$ cat src/rtl/fir_pkg.sv
// Shared sample type, default sizing and lane placement helper for the FIR
// front-end blocks.
package fir_pkg;

  localparam int SampleW      = 16;
  localparam int DefaultLanes = 4;

  typedef logic [SampleW-1:0] sample_t;

  // Bit offset of lane k inside a packed word of lanes that are width bits each.
  function automatic int lane_lsb(input int k, input int width);
    return k * width;
  endfunction

endpackage

$ cat src/rtl/fir_deser_outreg.sv
// Output holding register of the deserializer: loads a finished word, holds it
// while the FIR array stalls, and drops valid once the word is taken.
module fir_deser_outreg
  import fir_pkg::*;
#(
  parameter int Width = SampleW,
  parameter int Lanes = DefaultLanes
) (
  input  logic                   clk,
  input  logic                   rst_n,
  input  logic                   clr,
  input  logic                   load,
  input  logic                   ready,
  input  logic [Lanes*Width-1:0] word,
  input  logic [Lanes-1:0]       word_mask,
  input  logic                   word_last,
  output logic                   valid,
  output logic [Lanes*Width-1:0] data,
  output logic [Lanes-1:0]       mask,
  output logic                   last
);

  // Flush wins, then load (which may coincide with the word being taken),
  // then drain; data/mask are left untouched when not loading so the word
  // stays stable under stall.
  always_ff @(posedge clk or negedge rst_n) begin
    if (!rst_n) begin
      valid <= 1'b0;
      data  <= '0;
      mask  <= '0;
      last  <= 1'b0;
    end else if (clr) begin
      valid <= 1'b0;
      last  <= 1'b0;
    end else if (load) begin
      valid <= 1'b1;
      data  <= word;
      mask  <= word_mask;
      last  <= word_last;
    end else if (valid && ready) begin
      valid <= 1'b0;
    end
  end

endmodule

$ cat src/rtl/fir_sample_deser.sv
// Serial-to-parallel sample deserializer between the sample FIFO and the
// parallel FIR tap array. Lane 0 of each word holds the oldest sample.
module fir_sample_deser
  import fir_pkg::*;
#(
  parameter int Width = SampleW,
  parameter int Lanes = DefaultLanes
) (
  input  logic                   clk_i,
  input  logic                   rst_ni,
  input  logic                   clr_i,
  input  logic                   in_valid_i,
  output logic                   in_ready_o,
  input  logic [Width-1:0]       in_data_i,
  input  logic                   in_last_i,
  output logic                   out_valid_o,
  input  logic                   out_ready_i,
  output logic [Lanes*Width-1:0] out_data_o,
  output logic [Lanes-1:0]       out_mask_o,
  output logic                   out_last_o,
  output logic                   busy_o
);

  localparam int              CntW    = (Lanes > 1) ? $clog2(Lanes) : 1;
  localparam logic [CntW-1:0] LastIdx = CntW'(Lanes - 1);

  logic [CntW-1:0]        cnt;
  logic [Lanes-1:0]       fill;
  logic [Lanes*Width-1:0] word;
  logic [Lanes-1:0]       word_mask;
  logic                   complete;
  logic                   out_free;
  logic                   in_beat;
  logic                   load;

  // A completing sample needs the output slot; any other sample only needs
  // accumulator space, which always exists.
  assign complete   = in_valid_i & ((cnt == LastIdx) | in_last_i);
  assign out_free   = ~out_valid_o | out_ready_i;
  assign in_ready_o = ~complete | out_free;
  assign in_beat    = in_valid_i & in_ready_o & ~clr_i;
  assign load       = in_beat & complete;
  assign busy_o     = (cnt != '0) | out_valid_o;

  // Lane counter: advances per accepted sample, restarts when a word closes.
  always_ff @(posedge clk_i or negedge rst_ni) begin
    if (!rst_ni)              cnt <= '0;
    else if (clr_i || load)   cnt <= '0;
    else if (in_beat)         cnt <= cnt + CntW'(1);
  end

  // Per-lane accumulator and word assembly. The top lane is only ever filled
  // by the completing sample itself, so it needs no storage.
  for (genvar k = 0; k < Lanes; k++) begin : g_lane
    logic             hit;
    logic [Width-1:0] lane;

    assign hit          = (cnt == CntW'(k));
    assign word_mask[k] = fill[k] | hit;
    assign word[lane_lsb(k, Width) +: Width] = lane;

    if (k < Lanes - 1) begin : g_acc
      logic             fill_q;
      logic [Width-1:0] acc_q;

      // Capture a non-completing sample into its lane and mark the lane full.
      always_ff @(posedge clk_i or negedge rst_ni) begin
        if (!rst_ni) begin
          fill_q <= 1'b0;
          acc_q  <= '0;
        end else if (clr_i || load) begin
          fill_q <= 1'b0;
        end else if (in_beat && hit) begin
          fill_q <= 1'b1;
          acc_q  <= in_data_i;
        end
      end

      assign fill[k] = fill_q;
      assign lane    = hit ? in_data_i : (fill_q ? acc_q : '0);
    end else begin : g_top
      assign fill[k] = 1'b0;
      assign lane    = hit ? in_data_i : '0;
    end
  end

  fir_deser_outreg #(
    .Width (Width),
    .Lanes (Lanes)
  ) u_outreg (
    .clk       (clk_i),
    .rst_n     (rst_ni),
    .clr       (clr_i),
    .load      (load),
    .ready     (out_ready_i),
    .word      (word),
    .word_mask (word_mask),
    .word_last (in_last_i),
    .valid     (out_valid_o),
    .data      (out_data_o),
    .mask      (out_mask_o),
    .last      (out_last_o)
  );

endmodule

$ cat config.mk
export PLATFORM = sky130hd
export DESIGN_NAME = fir_sample_deser
export DESIGN_NICKNAME = d
export VERILOG_FILES = /design/src/rtl/fir_pkg.sv /design/src/rtl/fir_deser_outreg.sv /design/src/rtl/fir_sample_deser.sv
export SDC_FILE = /design/constraint.sdc
export NUM_CORES = 1
export LEC_CHECK = 0
export CAP_MARGIN = 10
export CORE_ASPECT_RATIO = 0.7
export CORE_UTILIZATION = 30
export CTS_CLUSTER_SIZE = 16
export DETAILED_ROUTE_END_ITERATION = 7
export SETUP_SLACK_MARGIN = 0.15
export SYNTH_ARGS = -nofsm -noshare
export SYNTH_HDL_FRONTEND = slang
export SYNTH_SLANG_ARGS = --single-unit
$ cat constraint.sdc
create_clock -name clk_i -period 3.61 [get_ports clk_i]
set_input_delay 0.361 -clock clk_i [delete_from_list [all_inputs] [get_ports clk_i]]
set_output_delay 0.361 -clock clk_i [all_outputs]
set_load 0.01 [all_outputs]
* Word level (Yosys, flattened, before mapping)
Cells that the tools add are included.
** Storage, ports and cells
- Input bits :: 22
- Register bits after elaboration :: 123
- Word-level logic and storage cells :: 67
** Cells by class
- Reductions and logical operators :: 17
- Bitwise logic cells :: 15
- $add $sub $neg :: 1
- Eq/ne operators :: 3
- Mux-type cells :: 20
** Operators with widths (number)
- 2-to-1 mux 16 bit :: 7
- nonzero test 2 bit :: 6
- 2-to-1 mux 1 bit :: 11
- AND reduction 2 bit :: 4
- OR 1 bit :: 7
- bitwise AND 1 bit :: 4
- == test 2 bit, second input constant :: 2
- logical AND 1 bit :: 4
- 2-to-1 mux 2 bit :: 2
- inverter 1 bit :: 4
- nonzero test 3 bit :: 1
- adder 2 x 1 -> 2 bit, second input constant :: 1
- == test 2 x 1 -> 1 bit, second input constant :: 1
- zero test 2 bit :: 1
- logical OR 1 bit :: 1

* Logic depth before layout (Yosys ltp)
- Depth in word-level cells :: 11
- Mapped depth :: 7
- Gate-level depth less buffers :: 5

* By module
From an unflattened synthesis, not the netlist that was laid out.
** Unflattened totals
- Cell total of the unflattened synthesis :: 370
- Area, all modules :: 5472.7 um^2
** Modules (own cells, without submodules)
- fir_sample_deser :: times used 1, area an instance 2745.1 um^2, cells an instance 218, seq. area each 1326.3 um^2
- fir_deser_outreg :: times used 1, area an instance 2727.6 um^2, cells an instance 152, seq. area each 1751.7 um^2

* Worst setup path after synthesis
No wires, ideal clock.
- Path type :: reg-to-reg
- Start point :: register cnt[0]
- End point :: register u_outreg.data[0]
- Clock period less this slack :: 1876 ps
- Setup slack :: 1734 ps
- Stages on the path, launching flop included :: 8
- Path buffers :: 3
- Arrival time :: 1751 ps
- Data required time :: 3485 ps
- Cells stage by stage :: dfrtp_1 -> ha_1 -> or2_0 -> buf_2 -> and3_4 -> buf_6 -> buf_12 -> mux2_4
** Between the ends
- Longest elaborated chain between the ends :: 9
- Elaborated cells on any way between the ends :: 11
- Classes of those cells :: 1 x eq/ne; 1 x mux; 7 x bitwise; 2 x reduce/logical
** Ends and longest elaborated chain
- start: declaration :: RTL line fir_sample_deser.sv:27 : logic [CntW-1:0] cnt;
- start signal: assignment :: RTL line fir_sample_deser.sv:49 : else if (in_beat) cnt <= cnt + CntW'(1);
- == test 2 bit (*)
- net g_lane[3].hit :: RTL line fir_sample_deser.sv:55 : logic hit;
- OR 1 bit (*) :: RTL line fir_sample_deser.sv:38 : assign complete = in_valid_i & ((cnt == LastIdx) | in_last_i);
- bitwise AND 1 bit (*) :: RTL line fir_sample_deser.sv:38
- inverter 1 bit :: RTL line fir_sample_deser.sv:40 : assign in_ready_o = ~complete | out_free;
- OR 1 bit :: RTL line fir_sample_deser.sv:40
- bitwise AND 1 bit (2 in series) :: RTL line fir_sample_deser.sv:41 : assign in_beat = in_valid_i & in_ready_o & ~clr_i;
- bitwise AND 1 bit (*) :: RTL line fir_sample_deser.sv:42 : assign load = in_beat & complete;
- AND reduction 2 bit (no line) (*)
- end signal: assignment :: RTL line fir_deser_outreg.sv:37 : data <= word;
- end: declaration :: RTL line fir_deser_outreg.sv:18 : output logic [Lanes*Width-1:0] data,
Mark *: on every way through the listed nets, which the timed path passes. The rest lies on a longest branch.
A chain may end at the register's enable or synchronous reset.

* Final worst setup path
- Start point :: register cnt[0]
- End point :: output port busy_o
** Between the ends
- Longest elaborated chain between the ends :: 2
** Ends and longest elaborated chain
- nonzero test 2 bit :: RTL line fir_sample_deser.sv:43 : assign busy_o = (cnt != '0) | out_valid_o;
- OR 1 bit :: RTL line fir_sample_deser.sv:43
- end: declaration :: RTL line fir_sample_deser.sv:21 : output logic busy_o
Every way passes these cells.

==> parameters.txt <==
Parameter                              Value

Timing
  Total count of max-transition violations in the final report    0
  Final number of hold-violating endpoints    0
  Achievable Freq    379 MHz
  Setup violation total in the final timing report    0
  Worst slew pin tran    between 1 and 1.5 ns
  Unrepaired setup endpoints after global routing    no
  Setup_tns    0 ns
  Final Skew    0.00802 ns
  Final period demand of the worst path    2.64 ns
  Final cycle utilization of the critical path    73.1%
  Worst slew margin relative to its limit    between 20% and 30%

Global routing
  Number of antenna violations at the first check in global routing    0
  Pin count of the biggest net entering global routing    88
  Overall routing resource usage    15.2%
  Global-route wire length before repair    20.6 mm
  Number of global-route vias before repair    3522
  Total congestion overflow after global routing    0

Worst setup path
  Slowest cell delay on critical path    0.73 ns
  Data required time at the worst endpoint    around 3.3 ns
  Maximum net fanout on the critical path    21
  Worst Setup Start Kind    register
  Critical R2R Launch    cnt[0]
  Type of the worst setup path    reg -> out
  Worst path arrival time    2.28 ns
  Worst-path cell chain    inv_1, ha_1, nand2b_1, clkdlybuf4s50_1
  Crit. End Element    primary output
  Startpoint of the worst setup timing path    cnt[0]
  Slowest library cell on the worst path    ha_1

Synth
  Post-synth EDFFs    0
  Post-synthesis instance total    363
  Area contributors post-synth    dfrtp_1, mux2_4, mux2_2, a22o_1, buf_12
  Count of unique library cells instantiated by Yosys    28
  Top FF cell, synth    dfrtp_1
  Share of the yosys chip area belonging to registers    56.7%
  Yosys synthesis warning count    0
  #FFs+latches synth    123
  Leading area contributor after synthesis    dfrtp_1
  Top cell type's share of synthesized area    a little under three fifths
  Post-Synthesis Mean Instance Area    ~15 um^2
  Synth cell count leaders    dfrtp_1, a22o_1, mux2_2, mux2_4, clkbuf_1
  Async SR Flop Fraction    between 90% and 100%
  Post-synthesis net count    389
  Post-synthesis instance area    5430 um^2
  Dominant cell by count in the synthesized netlist    dfrtp_1

Min path
  Classification of the worst-slack hold path    in -> async

Die
  Horiz. Die Dim    163 um
  Die height    ~110 um
  Count of boundary I/O pins    94
  Die ar.    18700 um^2
  Starting density of the core    31.2%
  Count of standard-cell rows    40
  Core area    17400 um^2

CTS
  Deepest clock path buffer count    2
  Gates resized, CTS repair    0
  Reg clk slew, reported paths    0.05 ns
  Clk_lat worst skew    around 0.42 ns
  Post-CTS setup buffers    0
  TritonCTS clock tree    yes
  Number of clock buffers inserted by TritonCTS    17
  Clock H-tree levels    4
  Clock root buffer    clkbuf_16
  CTS Hold Buffers Added    1
  Total number of clock tree sinks    ~120

Finish
  Layout Nets    485
  Ratio of cells with drive above 1 in the final layout    between 20 and 30%
  Number of inserted filler cells in the final layout    1604
  Util after Layout    40.7%
  Area added between synthesis and finish    30.5%
  Ant diodes    0

Detailed routing
  Initial detailed-routing violation count    between 150 and 200
  Detailed-routing iteration count for the pre-antenna-repair pass    4
  Post-DRT Antenna Nets    0
  Via density per instance    4.85
  Routed len/inst    18.8 um
  Final wirelength    13.2 mm
  Vias after detailed routing    roughly 3400
  DRC    0

Pwr
  Leakage component of the power    about 3.2 nW
  Pwr dens    about 530 nW/um^2
  Peak supply drop    0.000340 V

Placed design
  Weighted congestion at the end of routability-driven global placement    0.825
  IO Port Bufs    between 90 and 100
  Final HPWL DP    between 8 and 9 mm

Run
  Max Cap Viol    0

Status
  Result of the run    finished, final reports clean
-- worst paths after layout --
check                               endpoint  slack, ns  cells after the start
max                                   busy_o       0.97                      4
min                        u_outreg.data[10]       0.45                      2
max reg2reg                 u_outreg.data[9]       1.05                      5
min reg2reg                 u_outreg.mask[3]       0.48                      1
max in group asynchronous  u_outreg.data[54]       2.33                      3
min in group clk_i          u_outreg.mask[3]       0.48                      1
-- registers in the layout, indices dropped and copies added (netlist names) --
name,cells
cnt,2
g_lane.g_acc.acc_q,48
g_lane.g_acc.fill_q,3
u_outreg.data,64
u_outreg.last,1
u_outreg.mask,4
u_outreg.valid,1
-- critical path: cells and delay by family (launching register included) --
kind	cells	cell delay (ns)
adder cells (fa/ha/maj)	1	0.73
buffers and inverters	2	0.61
flip-flops	1	0.41
AND/OR/NAND/NOR	1	0.10
-- cell usage in the layout (no fill, tap or decap), types with 5 or more instances in the layout --
| master | instances |
|---|---|
| a22o_1 | 61 |
| nand2b_1 | 6 |
| nor2_1 | 6 |
| clkbuf_16 | 17 |
| nand2_1 | 6 |
| clkinv_2 | 6 |
| clkbuf_8 | 6 |
| o21ai_0 | 7 |
| buf_4 | 5 |
| dfrtp_1 | 123 |
| mux2_2 | 52 |
| mux2_4 | 44 |
| clkdlybuf4s50_1 | 92 |
-- cell type report --
type / instances / area, um^2 / area share [%]
inverter: 2 / 7.51 / 0.106
multi-input combinational: 215 / 2150 / 30.3
clock inverter: 7 / 37.5 / 0.530
timing repair buffer: 100 / 1010 / 14.2
clock buffer: 25 / 515 / 7.27
sequential: 123 / 3080 / 43.4
tap: 231 / 289 / 4.08
-- metrics by stage --
step                hold slack [ns]  std cells  total power [mW]  cell area (um^2)  setup WS (ns)
detailed placement            0.361        670              2.25              6520          0.862
global placement              0.358        670              2.23              6520          0.939
global route                  0.489        703              3.96              7090          0.753
floorplan                    0.0654        363              1.97              5430           1.73
finish                        0.449        703              3.79              7090          0.970
CTS                           0.454        703              3.83              7090          0.929
-- power by group --
part	internal (mW)	switching, mW	leakage, nW
sequential	1.56	0.108	1.62
combinational	0.338	0.219	1.29
clock	0.977	0.584	0.279
total	2.88	0.910	3.18
-- kinds of logic (layout without fill, tap and decap cells) --
group                      count (synthesis)  count (layout)  share of synthesized area, %
AOI/OAI and AO/OA                         79              79                          11.7
adders and majority gates                  4               4                         0.921
buffers and inverters                     25             134                          3.73
DFF                                      123             123                          56.7
muxes                                     96              96                          22.9
and+or+nand+nor                           36              36                          3.99
-- per-layer routing --
| metal | routed length, um | vias up | global-route usage (%) |
|---|---|---|---|
| met4 | 191 | 0 | 5.98 |
| met1 | 6640 | 1756 | 21.5 |
| li1 | - | 1546 | - |
| met2 | 5680 | 86 | 20.9 |
| met5 | 0 | - | 0 |
| met3 | 702 | 20 | 5.51 |
(Power assumes the default switching activity.)
